**src/rtl/lcd_bus_monitor_if.sv**
```systemverilog
// rtl/lcd_bus_monitor_if.sv - HD44780-style LCD bus plus buffer read port and decoded state
interface lcd_bus_monitor_if;
   logic       lcd_e;
   logic       lcd_rs;
   logic       lcd_rw;
   logic [7:0] lcd_data;
   logic [4:0] rd_addr;
   logic [7:0] rd_char;
   logic [6:0] ac;
   logic       disp_on;
   logic       cur_on;
   logic       blink_on;
   logic       inc_mode;
   logic       shift_mode;
   logic       dl;
   logic       nl;
   logic       font;
   logic       busy;
   logic       init_done;
   logic       ovr_err;
   logic       addr_err;

   modport master (
      output lcd_e, lcd_rs, lcd_rw, lcd_data, rd_addr,
      input  rd_char, ac, disp_on, cur_on, blink_on, inc_mode, shift_mode,
             dl, nl, font, busy, init_done, ovr_err, addr_err
   );

   modport slave (
      input  lcd_e, lcd_rs, lcd_rw, lcd_data, rd_addr,
      output rd_char, ac, disp_on, cur_on, blink_on, inc_mode, shift_mode,
             dl, nl, font, busy, init_done, ovr_err, addr_err
   );
endinterface

```
**src/rtl/lcd_bus_monitor.sv**
```systemverilog
// rtl/lcd_bus_monitor.sv - passive HD44780 bus listener with 2x16 character mirror
module lcd_bus_monitor #(
   parameter int CMD_CYC = 4,
   parameter int CLR_CYC = 64
) (
   input logic              clk_i,
   input logic              resetn_i,
   lcd_bus_monitor_if.slave bus
);
   localparam int MAXC = (CLR_CYC > CMD_CYC) ? CLR_CYC : CMD_CYC;
   localparam int CW   = $clog2(MAXC + 1);

   typedef enum logic [1:0] {S_IDLE, S_EXEC, S_BUSY} state_t;

   state_t      state_q;
   logic [CW-1:0] cnt_q;
   logic        busy_q;

   logic        e_s1_q, e_s2_q, e_s3_q;
   logic        rs_s1_q, rs_s2_q, rs_s3_q;
   logic        rw_s1_q, rw_s2_q, rw_s3_q;
   logic [7:0]  data_s1_q, data_s2_q, data_s3_q;

   logic        cmd_rs_q;
   logic [7:0]  cmd_data_q;

   logic [7:0]  cells_q [32];
   logic [7:0]  rd_char_q;
   logic [6:0]  ac_q, ac_d;
   logic        disp_q, disp_d, cur_q, cur_d, blink_q, blink_d;
   logic        inc_q, inc_d, shift_q, shift_d;
   logic        dl_q, dl_d, nl_q, nl_d, font_q, font_d;
   logic        init_done_q, ovr_err_q, addr_err_q;

   logic        init_set, addr_err_set, wr_en, clr_all;
   logic [4:0]  wr_idx;
   logic [CW-1:0] cnt_load;
   logic        fall_wr;

   // Stage 3 holds the values seen in the last cycle E was still high.
   assign fall_wr = e_s3_q & ~e_s2_q & ~rw_s3_q;

   function automatic logic [6:0] ac_step(input logic [6:0] a, input logic inc);
      if (inc) begin
         if (a == 7'h27)      return 7'h40;
         else if (a == 7'h67) return 7'h00;
         else                 return a + 7'd1;
      end else begin
         if (a == 7'h40)      return 7'h27;
         else if (a == 7'h00) return 7'h67;
         else                 return a - 7'd1;
      end
   endfunction

   always_comb begin
      ac_d         = ac_q;
      disp_d       = disp_q;
      cur_d        = cur_q;
      blink_d      = blink_q;
      inc_d        = inc_q;
      shift_d      = shift_q;
      dl_d         = dl_q;
      nl_d         = nl_q;
      font_d       = font_q;
      init_set     = 1'b0;
      addr_err_set = 1'b0;
      wr_en        = 1'b0;
      wr_idx       = {ac_q[6], ac_q[3:0]};
      clr_all      = 1'b0;
      cnt_load     = CW'(CMD_CYC);
      if (cmd_rs_q) begin
         wr_en = (ac_q[6:4] == 3'b000) || (ac_q[6:4] == 3'b100);
         ac_d  = ac_step(ac_q, inc_q);
      end else if (cmd_data_q[7]) begin
         if ((cmd_data_q[6:0] <= 7'h27) ||
             (cmd_data_q[6:0] >= 7'h40 && cmd_data_q[6:0] <= 7'h67)) begin
            ac_d = cmd_data_q[6:0];
         end else begin
            ac_d         = 7'h00;
            addr_err_set = 1'b1;
         end
      end else if (cmd_data_q[6]) begin
         ac_d = ac_q;
      end else if (cmd_data_q[5]) begin
         dl_d     = cmd_data_q[4];
         nl_d     = cmd_data_q[3];
         font_d   = cmd_data_q[2];
         init_set = cmd_data_q[4];
      end else if (cmd_data_q[4]) begin
         if (!cmd_data_q[3]) ac_d = ac_step(ac_q, cmd_data_q[2]);
      end else if (cmd_data_q[3]) begin
         disp_d  = cmd_data_q[2];
         cur_d   = cmd_data_q[1];
         blink_d = cmd_data_q[0];
      end else if (cmd_data_q[2]) begin
         inc_d   = cmd_data_q[1];
         shift_d = cmd_data_q[0];
      end else if (cmd_data_q[1]) begin
         ac_d     = 7'h00;
         cnt_load = CW'(CLR_CYC);
      end else if (cmd_data_q[0]) begin
         ac_d     = 7'h00;
         inc_d    = 1'b1;
         clr_all  = 1'b1;
         cnt_load = CW'(CLR_CYC);
      end
   end

   always_ff @(posedge clk_i) begin
      if (!resetn_i) begin
         state_q     <= S_IDLE;
         cnt_q       <= '0;
         busy_q      <= 1'b0;
         e_s1_q      <= 1'b0; e_s2_q  <= 1'b0; e_s3_q  <= 1'b0;
         rs_s1_q     <= 1'b0; rs_s2_q <= 1'b0; rs_s3_q <= 1'b0;
         rw_s1_q     <= 1'b0; rw_s2_q <= 1'b0; rw_s3_q <= 1'b0;
         data_s1_q   <= 8'h00; data_s2_q <= 8'h00; data_s3_q <= 8'h00;
         cmd_rs_q    <= 1'b0;
         cmd_data_q  <= 8'h00;
         for (int i = 0; i < 32; i++) cells_q[i] <= 8'h20;
         rd_char_q   <= 8'h20;
         ac_q        <= 7'h00;
         disp_q      <= 1'b0; cur_q <= 1'b0; blink_q <= 1'b0;
         inc_q       <= 1'b1; shift_q <= 1'b0;
         dl_q        <= 1'b0; nl_q <= 1'b0; font_q <= 1'b0;
         init_done_q <= 1'b0;
         ovr_err_q   <= 1'b0;
         addr_err_q  <= 1'b0;
      end else begin
         e_s1_q    <= bus.lcd_e;    e_s2_q    <= e_s1_q;    e_s3_q    <= e_s2_q;
         rs_s1_q   <= bus.lcd_rs;   rs_s2_q   <= rs_s1_q;   rs_s3_q   <= rs_s2_q;
         rw_s1_q   <= bus.lcd_rw;   rw_s2_q   <= rw_s1_q;   rw_s3_q   <= rw_s2_q;
         data_s1_q <= bus.lcd_data; data_s2_q <= data_s1_q; data_s3_q <= data_s2_q;
         rd_char_q <= cells_q[bus.rd_addr];
         case (state_q)
            S_IDLE: begin
               if (fall_wr) begin
                  cmd_rs_q   <= rs_s3_q;
                  cmd_data_q <= data_s3_q;
                  state_q    <= S_EXEC;
                  busy_q     <= 1'b1;
               end
            end
            S_EXEC: begin
               ac_q    <= ac_d;
               disp_q  <= disp_d;  cur_q   <= cur_d;  blink_q <= blink_d;
               inc_q   <= inc_d;   shift_q <= shift_d;
               dl_q    <= dl_d;    nl_q    <= nl_d;   font_q  <= font_d;
               if (init_set)     init_done_q <= 1'b1;
               if (addr_err_set) addr_err_q  <= 1'b1;
               if (clr_all) begin
                  for (int i = 0; i < 32; i++) cells_q[i] <= 8'h20;
               end else if (wr_en) begin
                  cells_q[wr_idx] <= cmd_data_q;
               end
               if (fall_wr) ovr_err_q <= 1'b1;
               cnt_q   <= cnt_load;
               state_q <= S_BUSY;
            end
            S_BUSY: begin
               if (fall_wr) ovr_err_q <= 1'b1;
               cnt_q <= cnt_q - CW'(1);
               if (cnt_q <= CW'(1)) begin
                  state_q <= S_IDLE;
                  busy_q  <= 1'b0;
               end
            end
            default: begin
               state_q <= S_IDLE;
               busy_q  <= 1'b0;
            end
         endcase
      end
   end

   assign bus.rd_char    = rd_char_q;
   assign bus.ac         = ac_q;
   assign bus.disp_on    = disp_q;
   assign bus.cur_on     = cur_q;
   assign bus.blink_on   = blink_q;
   assign bus.inc_mode   = inc_q;
   assign bus.shift_mode = shift_q;
   assign bus.dl         = dl_q;
   assign bus.nl         = nl_q;
   assign bus.font       = font_q;
   assign bus.busy       = busy_q;
   assign bus.init_done  = init_done_q;
   assign bus.ovr_err    = ovr_err_q;
   assign bus.addr_err   = addr_err_q;
endmodule
```
**src/flat_wrapper.sv**
```systemverilog
// flat-port wrapper written by rule: the top's interface ports become plain ports
module lcd_bus_monitor_flat 
#(
   parameter int CMD_CYC = 4,
   parameter int CLR_CYC = 64
)
  (clk_i, resetn_i, bus_lcd_e, bus_lcd_rs, bus_lcd_rw, bus_lcd_data, bus_rd_addr, bus_rd_char, bus_ac, bus_disp_on, bus_cur_on, bus_blink_on, bus_inc_mode, bus_shift_mode, bus_dl, bus_nl, bus_font, bus_busy, bus_init_done, bus_ovr_err, bus_addr_err);
  lcd_bus_monitor_if bus_i ();
  input logic clk_i;
  input logic resetn_i;
  input wire logic [$bits(bus_i.lcd_e)-1:0] bus_lcd_e;
  input wire logic [$bits(bus_i.lcd_rs)-1:0] bus_lcd_rs;
  input wire logic [$bits(bus_i.lcd_rw)-1:0] bus_lcd_rw;
  input wire logic [$bits(bus_i.lcd_data)-1:0] bus_lcd_data;
  input wire logic [$bits(bus_i.rd_addr)-1:0] bus_rd_addr;
  output wire logic [$bits(bus_i.rd_char)-1:0] bus_rd_char;
  output wire logic [$bits(bus_i.ac)-1:0] bus_ac;
  output wire logic [$bits(bus_i.disp_on)-1:0] bus_disp_on;
  output wire logic [$bits(bus_i.cur_on)-1:0] bus_cur_on;
  output wire logic [$bits(bus_i.blink_on)-1:0] bus_blink_on;
  output wire logic [$bits(bus_i.inc_mode)-1:0] bus_inc_mode;
  output wire logic [$bits(bus_i.shift_mode)-1:0] bus_shift_mode;
  output wire logic [$bits(bus_i.dl)-1:0] bus_dl;
  output wire logic [$bits(bus_i.nl)-1:0] bus_nl;
  output wire logic [$bits(bus_i.font)-1:0] bus_font;
  output wire logic [$bits(bus_i.busy)-1:0] bus_busy;
  output wire logic [$bits(bus_i.init_done)-1:0] bus_init_done;
  output wire logic [$bits(bus_i.ovr_err)-1:0] bus_ovr_err;
  output wire logic [$bits(bus_i.addr_err)-1:0] bus_addr_err;
  assign bus_i.lcd_e = bus_lcd_e;
  assign bus_i.lcd_rs = bus_lcd_rs;
  assign bus_i.lcd_rw = bus_lcd_rw;
  assign bus_i.lcd_data = bus_lcd_data;
  assign bus_i.rd_addr = bus_rd_addr;
  assign bus_rd_char = bus_i.rd_char;
  assign bus_ac = bus_i.ac;
  assign bus_disp_on = bus_i.disp_on;
  assign bus_cur_on = bus_i.cur_on;
  assign bus_blink_on = bus_i.blink_on;
  assign bus_inc_mode = bus_i.inc_mode;
  assign bus_shift_mode = bus_i.shift_mode;
  assign bus_dl = bus_i.dl;
  assign bus_nl = bus_i.nl;
  assign bus_font = bus_i.font;
  assign bus_busy = bus_i.busy;
  assign bus_init_done = bus_i.init_done;
  assign bus_ovr_err = bus_i.ovr_err;
  assign bus_addr_err = bus_i.addr_err;
  lcd_bus_monitor #(.CMD_CYC(CMD_CYC), .CLR_CYC(CLR_CYC)) u_core (.clk_i(clk_i), .resetn_i(resetn_i), .bus(bus_i));
endmodule
```
**config.mk**
```make
export PLATFORM = sky130hd
export DESIGN_NAME = lcd_bus_monitor_flat
export DESIGN_NICKNAME = d
export VERILOG_FILES = /design/src/rtl/lcd_bus_monitor_if.sv /design/src/rtl/lcd_bus_monitor.sv /design/src/flat_wrapper.sv
export SDC_FILE = /design/constraint.sdc
export NUM_CORES = 1
export LEC_CHECK = 0
export CAP_MARGIN = 20
export CELL_PAD_IN_SITES_DETAIL_PLACEMENT = 1
export CELL_PAD_IN_SITES_GLOBAL_PLACEMENT = 2
export CORE_MARGIN = 2
export CORE_UTILIZATION = 45
export CTS_BUF_LIST = sky130_fd_sc_hd__clkbuf_8
export DETAILED_ROUTE_END_ITERATION = 10
export PLACE_DENSITY = 0.81
export SYNTH_ARGS = -nofsm -noshare
export SYNTH_HDL_FRONTEND = slang
export SYNTH_SLANG_ARGS = --single-unit
```
**constraint.sdc**
```tcl
create_clock -name clk_i -period 3.3 [get_ports clk_i]
set_clock_uncertainty 0.2 [all_clocks]
set_input_delay 0.66 -clock clk_i [delete_from_list [all_inputs] [get_ports clk_i]]
set_output_delay 0.66 -clock clk_i [all_outputs]
set_load 0.01 [all_outputs]
```
# Yosys cells after proc, flatten, opt, wreduce, memory -nomap -nowiden
# Memory sizes are Yosys's and may differ from the RTL's. A register that Yosys moved wholly into a read port is not among the register bits.
# Index checks and enable logic that the tools add are counted.
# Widths: inputs -> output; s select.
# totals
ram_bits,256
output_inout_bits,27
word_cells,214
ff_bits,70
n_memories,1
# memory_table
memory,depth,width,read_ports,rd_clocked_by_memory_dff,write_ports,line,rtl
u_core.cells_q,32,8,1,1,32,lcd_bus_monitor.sv:27,logic [7:0] cells_q [32];
# classes
n_eq_ne,13
mux,98
reduce_logical,23
add_sub_neg,3
order_cmp,4
n_bitwise,43
# ops
cell,count
$mux 8,33
$mux 7,26
$mux 1,33
$or 1x1->1,32
$eq 7x7->1 const B,2
$pmux 7 s2,1
$sub 7x1->7 const B,2
$reduce_and 2->1,5
$ne 3x1->1 const B,3
$not 1->1,9
$reduce_and 9->1,1
$reduce_and 8->1,1
$reduce_or 8->1,1
$add 7x1->7 const B,1
$eq 7x6->1 const B,1
$ge 7x7->1 const B,1
$le 7x1->1 const B,1
$le 7x6->1 const B,1
$le 7x7->1 const B,1
$logic_not 7->1,1
$reduce_and 7->1,1
$ne 2x1->1 const B,3
$pmux 2 s3,1
$reduce_and 6->1,1
18 further kinds,22

# Depth between registers and ports, before layout
# Gate-level depths: netlist of run 1.
# depth
ltp_word,15
ltp_mapped,8
mapped_depth_nobuf,7

# Worst setup path after synthesis of run 1
# OpenSTA, ideal clock, no wires.
# synth_timing
path_kind,reg2reg
startpoint,"register u_core.ac_q[3], in the netlist u_core.bus.ac[3]"
endpoint,memory u_core.cells_q[10][0] (enable)
path_slack_ps,674
n_path_buf,3
required_time_ps,2716
period_less_slack_ps,2626
arrival_ps,2042
path_stages_with_launch,6
path_cell_list,dfxtp_1 > clkbuf_1 > or3b_2 > clkbuf_1 > clkbuf_1 > o21ai_0
# synth_rtl
item,line,rtl
from (decl),lcd_bus_monitor.sv:29,"logic [6:0] ac_q, ac_d;"
from (signal assigned),lcd_bus_monitor.sv:122,ac_q <= 7'h00;
from (signal assigned),lcd_bus_monitor.sv:145,ac_q <= ac_d;
to (decl),lcd_bus_monitor.sv:27,

# Final worst setup path of run 1
# layout_timing
startpoint,"register u_core.ac_q[2], in the netlist u_core.bus.ac[2]"
endpoint,output port bus_ac[2]
# layout_rtl
item,line,rtl
to (decl),flat_wrapper.sv:17,output wire logic [$bits(bus_i.ac)-1:0] bus_ac;
# No word-level cell between the ends.

==> flow_summary.ini, run 1 <==
[run_status]
status = complete, no violations

[placement]
place_congestion = 0.797
place_hpwl_um = 27100
io_buffers = 44

[finish]
nNetsFinal = 1277
area_growth_pct = 14.7
drive_gt1_frac = 0.178
antenna_cells = 0

[yosys]
seq_area_frac_synth = 0.610
yosys.area_share.simple = 0.168
synth-edff-count = 256
syn_inst = 1181
syn_avg_cell_area_um2 = 12.8
synth_nets = 1208
synth_adder_area_share = 0.00743
synth_seq_cells = 334
yosysUniqueCellTypes = 64
yosysWarnings = 0
yosys.area_share.xor_xnor = 0.00520
synth_async_sr_flop_share = 0
synth_mux_area_frac = 0.114
synth_top_family_by_area = simple AND/OR/NAND/NOR gates
synth_ff_type = edfxtp_1
syn-cell-area_um2 = 15200
synth_compound_area_frac = 0.0559

[sta]
finalCritPeriodShare = 0.858
rsz0062_at_grt = false
setup-violations-final = 0
setup_tns_ps = 0
slew_headroom = 0.383
final_hold_viol_count = 0
finalMaxSlewViolations = 0
clock.fmax_mhz = 353
worst_pin_slew_ps = 924
fin_crit_ps = 2830

[routing]
initialDrtViolationCount = 849
drt-total-wl_um = 40800
viasPerCell = 5.74
routed-wl-met2_um = 19600
drc = 0
top_layer_used = met5
wl_per_cell_um = 23.4
firstDrtPassIters = 7
num_vias = 10000
wl_met3_um = 2290
drt-met1-wl_um = 18100
drtAntennaViolNets = 0

[worst_setup_path]
cp-start-kind = flip-flop
criticalPathCategory = reg2out
reg2reg_from = u_core.state_q[1]$_SDFFE_PN0P_
crit_arrival_ps = 1970
path_cells = buf_4, clkdlybuf4s50_1
end_kind = output pin
rr_endpoint = u_core.cells_q[10][4]$_SDFFCE_PN0P_
rrSetupSlack_ps = 610
critPathMaxStageDelay_ps = 560
reg2regPathDepth = 6
crit_fanout = 12
crit_slowest_cell = clkdlybuf4s50_1
crit_required_ps = 2440

[clock_network]
post_cts_resized = 0
cts_buffers = 56
htree_num_levels = 2
path_clk_slew_ps = 60
root_buffer = clkbuf_8
clock_latency_ps = 610
cts_setup_buffers = 0
clk_path_buf_depth = 3
cts_tree = built
hold_buffers = 0
cts.sink_count = 334

[die]
core_um2 = 33400
pin_count = 45
initial_utilization = 0.454
die_w_um = 188
die_h_um = 188
num_rows = 67
die_area_um2 = 35200

[power_and_ir_drop]
ir_worst_vdd_v = 0.000321
p_per_area_nw_per_um2 = 497
power.total_mw = 8.63
p_leak_nw = 5.94

[min_path]
hold_path_depth = 1
hp-class = reg2reg
whs_endpoint = u_core.data_s2_q[0]$_SDFF_PN0_
hp-start = u_core.data_s1_q[0]$_SDFF_PN0_

[global_route]
grt_use_total = 0.235
antenna_found_initial = 1
grt.overflow.total = 0
grt_pass1_vias = 10500
grt_max_degree = 61
grt_pass1_wl_um = 63000

[job]
maxCapViolCount = 0
==> sequential cells by signal, indices dropped and copies added (netlist names), 2 cells and up <==
signal and cells:
u_core.state_q 2, u_core.cells_q 256, u_core.data_s2_q 8, u_core.data_s1_q 8, u_core.bus.ac 7, u_core.bus.rd_char 8, u_core.cnt_q 7, u_core.cmd_data_q 8
u_core.data_s3_q 8
==> kinds of logic (layout without fill, tap and decap cells) <==
kind of cell	count (synthesis)	count (layout)
AOI/OAI and AO/OA	131	131
xor gates and xnor gates	9	9
adders and majority gates	9	9
buffers and inverters	137	254
DFF	334	334
muxes	87	87
and+or+nand+nor	474	474
==> placed cells by master (no fill, tap or decap), types with 3 or more instances in the layout <==
cell,n
a31oi_1,8
xnor2_1,6
dfxtp_1,78
nor4_1,3
or3_1,38
nand2_1,54
nor3b_1,3
xor2_1,3
clkdlybuf4s50_1,41
nand3_1,14
o21ai_0,47
inv_1,43
o31a_1,3
mux4_1,15
clkinv_2,6
and2_1,132
nand3b_1,3
nor2b_1,6
or3b_2,3
nor3_1,139
nand2_2,4
a2111oi_0,6
clkbuf_8,63
mux2i_1,23
a21boi_0,3
mux4_2,49
edfxtp_1,256
a211oi_1,3
ha_1,9
clkinv_1,6
o22ai_1,8
nor2_1,58
nand2b_1,4
o2111a_1,7
a21oi_1,27
buf_4,87
==> how the worst max path moves through the flow <==
stage                                   from                             endpoint  slack [ps]  cells after the start
2_1_floorplan  u_core.bus.ac[3]$_SDFFE_PN0P_  u_core.cells_q[10][0]$_SDFFCE_PN0P_         670                      5
3_3_place_gp                        resetn_i  u_core.cells_q[30][6]$_SDFFCE_PN0P_         310                      6
3_5_place_dp                        resetn_i  u_core.cells_q[30][4]$_SDFFCE_PN0P_         230                      6
4_1_cts        u_core.bus.ac[2]$_SDFFE_PN0P_                            bus_ac[2]         430                      2
5_1_grt        u_core.bus.ac[2]$_SDFFE_PN0P_                            bus_ac[2]         380                      2
6_report       u_core.bus.ac[2]$_SDFFE_PN0P_                            bus_ac[2]         470                      2
==> report_power, final <==
group          internal, mW  total, mW  switching, mW  leakage [nW]
Clock                  1.82       3.48           1.66         0.657
Combinational         0.208      0.468          0.260          2.11
Sequential             4.63       4.68         0.0478          3.17
==> through the flow <==
step | area, um^2 | setup WS, ps | utilization | cells | hold slack (ps)
floorplan | 15200 | 674 | - | 1181 | 212
global placement | 16300 | 313 | 0.489 | 1640 | 214
detailed placement | 16300 | 235 | 0.489 | 1640 | 222
CTS | 17400 | 426 | 0.521 | 1746 | 233
global route | 17400 | 383 | 0.521 | 1746 | 242
finish | 17400 | 470 | 0.521 | 1746 | 230
==> critical path: cells and delay by family, from the launching register on <==
family | cells | cell delay, ps
buffers and inverters | 2 | 840
flip-flops | 1 | 530
==> cells in the mapped netlist (3+ instances only) <==
cell type  number  share of area
nand2b_1        4         0.0017
buf_6           6         0.0045
buf_4           5         0.0025
dfxtp_1        78           0.10
nor2_1         58          0.014
a2111oi_0       6         0.0035
mux2i_1        23          0.015
buf_2          11         0.0036
buf_1           5         0.0012
o31a_1          3         0.0017
edfxtp_1      256           0.51
inv_1          13         0.0032
xor2_1          3         0.0017
or3b_2          3         0.0017
nor4_1          3         0.0012
ha_1            9         0.0074
nand3b_1        3         0.0015
xnor2_1         6         0.0035
a211oi_1        3         0.0015
nand3_1        14         0.0046
nor3b_1         3         0.0015
or3_1          38          0.016
mux4_1         15          0.026
o2111a_1        7         0.0052
clkbuf_1       93          0.023
a21boi_0        3         0.0015
nor3_1        139          0.046
o21ai_0        47          0.016
mux4_2         49          0.073
a31oi_1         8         0.0033
a21oi_1        27         0.0089
nand2_1        58          0.014
o22ai_1         8         0.0033
nor2b_1         6         0.0025
and2_1        132          0.054
==> per-layer routing <==
metal  global-route usage  vias to the layer above
met4               0.0609                        2
met3               0.0391                       60
li1                     -                     4550
met5                    0                        -
met1                0.328                     5083
met2                0.385                      328
==> cell type report <==
class,instances,area (um^2)
inverters,16,60.1
clock buffers,63,867
fillers,3436,16000
flip-flops and latches,334,9250
well taps,448,561
multi-input cells,710,5330
repair buffers,132,1110
clock inverters,43,203
Note: power is estimated with default switching activity, not from simulation.
==> run 2: changes to the inputs <==
==> constraint.sdc (replaced) <==
create_clock -name clk_i -period 3.1 [get_ports clk_i]
set_clock_uncertainty 0.2 [all_clocks]
set_input_delay 0.62 -clock clk_i [delete_from_list [all_inputs] [get_ports clk_i]]
set_output_delay 0.62 -clock clk_i [all_outputs]
set_load 0.01 [all_outputs]
==> run 2 against run 1 <==
  * Count of clock-buffer cells in the layout down 7
  * Routed wire length is 1.7% lower
  * Total power rose by 3.2%
  * Worst setup slack worse by 180 ps
  * Critical path depth unchanged
  * Sequential share of layout area is 0.16 points higher
  * Design area decreased by 0.30%
  * Final cell count fell by 0.57%
  * Sequential power up 6.4%
  * Combinational power up 8.3%
  * First-iteration DRC count is 6.9% lower
  * Utilization shrank 0.16 points
==> flow_summary.ini, run 2 (synthesized netlist as in run 1, its figures left out) <==
[power_and_ir_drop]
ir_worst_vdd_v = 0.000322
p_leak_nw = 5.88
power.total_mw = 8.91
p_per_area_nw_per_um2 = 514

[worst_setup_path]
end_kind = output pin
crit_arrival_ps = 1990
startpoint = u_core.bus.ac[2]$_SDFFE_PN0P_
crit_required_ps = 2280
reg2regPathDepth = 5
cp-start-kind = flip-flop
criticalPathCategory = reg2out
critPathMaxStageDelay_ps = 560
critPathCapture = bus_ac[2]
reg2reg_from = u_core.state_q[1]$_SDFFE_PN0P_
rr_endpoint = u_core.cells_q[1][2]$_SDFFCE_PN0P_
path_buf_inv = 2
rrSetupSlack_ps = 380
path_cells = buf_4, clkdlybuf4s50_1
path_delay_family = buffers and inverters
crit_slowest_cell = clkdlybuf4s50_1
cp_num_cells = 2
crit_fanout = 13

[die]
die_w_um = 188
pin_count = 45
num_rows = 67
die_area_um2 = 35200
die_h_um = 188
core_um2 = 33400
initial_utilization = 0.454

[clock_network]
cts_tree = built
path_clk_slew_ps = 60
clk_path_buf_depth = 3
cts_setup_buffers = 0
cts_buffers = 55
root_buffer = clkbuf_8
htree_num_levels = 2
clock_latency_ps = 600
post_cts_resized = 0
hold_buffers = 0
cts.sink_count = 334

[routing]
viasPerCell = 5.71
num_vias = 9910
initialDrtViolationCount = 790
drt-total-wl_um = 40100
drc = 0
wl_per_cell_um = 23.1
drtAntennaViolNets = 0
firstDrtPassIters = 5

[finish]
nNetsFinal = 1274
nFillCells = 3457
largest_reg_flops = 256
area_growth_pct = 14.3
layout_commonest_cell = edfxtp_1
final_cells = 1736
final_cell_mix = 256 x edfxtp_1, 139 x nor3_1, 132 x and2_1
design_area_um2 = 17300
top_register = u_core.cells_q
antenna_cells = 0
drive_gt1_frac = 0.172

[placement]
io_buffers = 44
place_congestion = 0.797
dpl_cell_area_um2 = 16400
place_hpwl_um = 26600
placedCellCount = 1637

[global_route]
grt_use_total = 0.232
antenna_found_initial = 1
grt_pass1_wl_um = 62600
grt_max_degree = 56
grt.overflow.total = 0
grt_pass1_vias = 10300

[sta]
finalCritPeriodShare = 0.906
fin_crit_ps = 2810
rsz0062_at_grt = false
final_hold_viol_count = 0
setup-violations-final = 0
worst_pin_slew_ps = 1070
finalMaxSlewViolations = 0
slew_headroom = 0.278
clock.fmax_mhz = 356

[job]
maxCapViolCount = 0

[min_path]
hp-class = reg2reg

[run_status]
status = complete, no violations
run 2: changes by cell type in the layout (fill, tap and decap cells not counted), sizes merged:
cell	change
buf	-2
inv	-7
clkbuf	-7
bufinv	-1
clkinv	+7
run 2: worst min path at each step:
stage                                              start                        endpoint  cells past startpoint
final                          u_core.rs_s1_q$_SDFF_PN0_       u_core.rs_s2_q$_SDFF_PN0_                      1
after CTS                      u_core.rs_s1_q$_SDFF_PN0_       u_core.rs_s2_q$_SDFF_PN0_                      1
after global routing      u_core.data_s2_q[7]$_SDFF_PN0_  u_core.data_s3_q[7]$_SDFF_PN0_                      1
after detailed placement  u_core.data_s2_q[5]$_SDFF_PN0_  u_core.data_s3_q[5]$_SDFF_PN0_                      1
after global placement    u_core.data_s1_q[6]$_SDFF_PN0_  u_core.data_s2_q[6]$_SDFF_PN0_                      1
after floorplan           u_core.data_s1_q[0]$_SDFF_PN0_  u_core.data_s2_q[0]$_SDFF_PN0_                      1
run 2: metal layers:
metal  share of wire  GRT usage  wire length, um
met1            0.43      0.313            17300
met2            0.49      0.388            19600
met3           0.056     0.0421             2250
met4           0.023     0.0687              927
met5         0.00032          0               13
run 2: report_power, final:
part | internal, mW | switching [mW]
Sequential | 4.93 | 0.0482
Clock | 1.67 | 1.75
Combinational | 0.227 | 0.279
Total | 6.83 | 2.08
run 2: through the flow:
stage,hold slack (ps),setup TNS [ps],util,setup WS (ps)
2_1_floorplan,212,0,-,474
3_3_place_gp,214,0,0.491,73.5
3_5_place_dp,220,-412,0.491,-35.9
4_1_cts,231,0,0.519,248
5_1_grt,241,0,0.519,202
6_report,226,0,0.519,291
run 2: worst reg2reg max path: stages (launching register included):
cell	delay [ps]
dfxtp_1	310
inv_1	100
ha_1	340
and4_1	390
nand2_2	140
o21ai_0	850
run 2: cell type report:
cell class	instances	area, um^2	share of cell area
multi-input combinational	710	5330	0.307
clock inverter	42	176	0.0102
inverter	16	60.1	0.00347
clock buffer	56	771	0.0445
tap	448	561	0.0324
timing repair buffer	130	1180	0.0683
sequential	334	9250	0.534
==> run 3: changes to the inputs <==
--- a/config.mk
+++ b/config.mk
@@ -9,10 +9,10 @@
 export CELL_PAD_IN_SITES_DETAIL_PLACEMENT = 1
 export CELL_PAD_IN_SITES_GLOBAL_PLACEMENT = 2
 export CORE_MARGIN = 2
-export CORE_UTILIZATION = 45
+export CORE_UTILIZATION = 26
 export CTS_BUF_LIST = sky130_fd_sc_hd__clkbuf_8
 export DETAILED_ROUTE_END_ITERATION = 10
-export PLACE_DENSITY = 0.81
+export PLACE_DENSITY = 0.51
 export SYNTH_ARGS = -nofsm -noshare
 export SYNTH_HDL_FRONTEND = slang
 export SYNTH_SLANG_ARGS = --single-unit
==> run 3 against run 2 <==
  * Sequential cell count unchanged
  * Combinational power increased by 4.9%
  * Via count increased by 0.11%
  * Sequential share of layout area decreased by 2.3 points
  * Register-to-register slack about the same
  * Count of clock-buffer cells in the layout increased by 13
  * First-iteration DRC count decreased by 36%
==> flow_summary.ini, run 3 (synthesized netlist as in run 1, its figures left out) <==
[worst_setup_path]
rr_endpoint = u_core.cells_q[28][4]$_SDFFCE_PN0P_
startpoint = u_core.bus.ac[2]$_SDFFE_PN0P_
crit_arrival_ps = 2080
crit_slowest_cell = dfxtp_1
crit_required_ps = 2280
reg2regPathDepth = 7
path_buf_inv = 2
rrSetupSlack_ps = 390
criticalPathCategory = reg2out
cp-start-kind = flip-flop
crit_fanout = 12
reg2reg_from = u_core.state_q[1]$_SDFFE_PN0P_
path_delay_family = buffers and inverters
path_cells = buf_4, clkdlybuf4s50_1
end_kind = output pin
critPathMaxStageDelay_ps = 620

[routing]
wl_per_cell_um = 22.2
initialDrtViolationCount = 507
drtAntennaViolNets = 0
num_vias = 9921
drt-total-wl_um = 46500
wl_met3_um = 1550
firstDrtPassIters = 7
drt-met1-wl_um = 22400
drc = 0
viasPerCell = 4.75
routed-wl-met2_um = 21600
top_layer_used = met4

[global_route]
grt_max_degree = 56
antenna_found_initial = 2
grt.overflow.total = 0
grt_pass1_vias = 10600
grt_use_total = 0.156
grt_pass1_wl_um = 69700

[sta]
clock.fmax_mhz = 345
whs_ps = 230
setup-violations-final = 0
worst_pin_slew_ps = 886
slew_headroom = 0.403
fin_crit_ps = 2900
final_hold_viol_count = 0
setup_tns_ps = 0
finalMaxSlewViolations = 0
rsz0062_at_grt = false
finalCritPeriodShare = 0.936

[clock_network]
cts_buffers = 61
cts_tree = built
cts_setup_buffers = 0
path_clk_slew_ps = 60
htree_num_levels = 2
root_buffer = clkbuf_8
clk_path_buf_depth = 3
post_cts_resized = 0
hold_buffers = 0
cts.sink_count = 334
clock_latency_ps = 650

[placement]
io_buffers = 44
place_hpwl_um = 30800
placedCellCount = 1976
dpl_cell_area_um2 = 16900
place_congestion = 0.730

[die]
die_area_um2 = 60200
pin_count = 45
num_rows = 88
die_h_um = 245
initial_utilization = 0.263
core_um2 = 57700
die_w_um = 245

[min_path]
hold_path_depth = 2
whs_endpoint = u_core.cmd_data_q[4]$_SDFFE_PN0P_
hp-start = u_core.data_s3_q[4]$_SDFF_PN0_
hp-class = reg2reg

[power_and_ir_drop]
p_leak_nw = 6.10
p_per_area_nw_per_um2 = 534
ir_worst_vdd_v = 0.000239

[finish]
final_cell_mix = 256 x edfxtp_1, 139 x nor3_1, 132 x and2_1
design_area_um2 = 18100
nFillCells = 6277
drive_gt1_frac = 0.194
multi_input_area_um2 = 5330
nNetsFinal = 1301
final_util = 0.314
regArea_um2 = 9250
area_growth_pct = 19.6
layout_commonest_cell = edfxtp_1
largest_reg_flops = 256
final_cells = 2089
top_register = u_core.cells_q

[job]
maxCapViolCount = 0

[run_status]
status = complete, no violations
[run 3: where the power goes]
group | switching, mW | internal (mW) | leakage (nW)
Sequential | 0.0542 | 4.93 | 3.17
Combinational | 0.292 | 0.240 | 2.24
Clock | 1.89 | 2.26 | 0.685
Total | 2.24 | 7.43 | 6.10
[run 3: per-layer routing]
layer  track usage  up-vias
met5             0        -
met4        0.0412        0
met3        0.0255       63
met2         0.247      178
met1         0.220     5090
li1              -     4590
[run 3: worst max-delay path by stage]
stage	cells past startpoint	slack (ps)	end
floorplan	5	470	u_core.cells_q[10][0]$_SDFFCE_PN0P_
global route	2	90	bus_ac[2]
finish	2	200	bus_ac[2]
CTS	2	130	bus_ac[2]
detailed placement	7	250	u_core.bus.rd_char[3]$_SDFF_PN0_
global placement	7	280	u_core.bus.rd_char[0]$_SDFF_PN0_
[run 3: final cells by class]
class                           instances  share of cell area
Antenna cell                            2            0.000276
Clock buffer                           69              0.0524
Clock inverter                         42              0.0136
Inverter                               16             0.00331
Multi-Input combinational cell        710               0.294
Sequential cell                       334               0.510
Tap cell                              765              0.0528
Timing Repair Buffer                  151              0.0733
[run 3: metrics by stage]
step | power (mW) | setup WS (ps)
detailed placement | 5.63 | 249
finish | 9.67 | 199
floorplan | 5.35 | 474
global route | 10.0 | 90.6
global placement | 5.62 | 276
CTS | 9.85 | 132
[run 3: worst register-to-register path, stage by stage, from the launching register on]
cell and delay, ps:
dfxtp_1 310, inv_1 100, ha_1 360, and4_1 390, nand2_2 150, buf_12 220, o21ai_0 440, buf_4 260
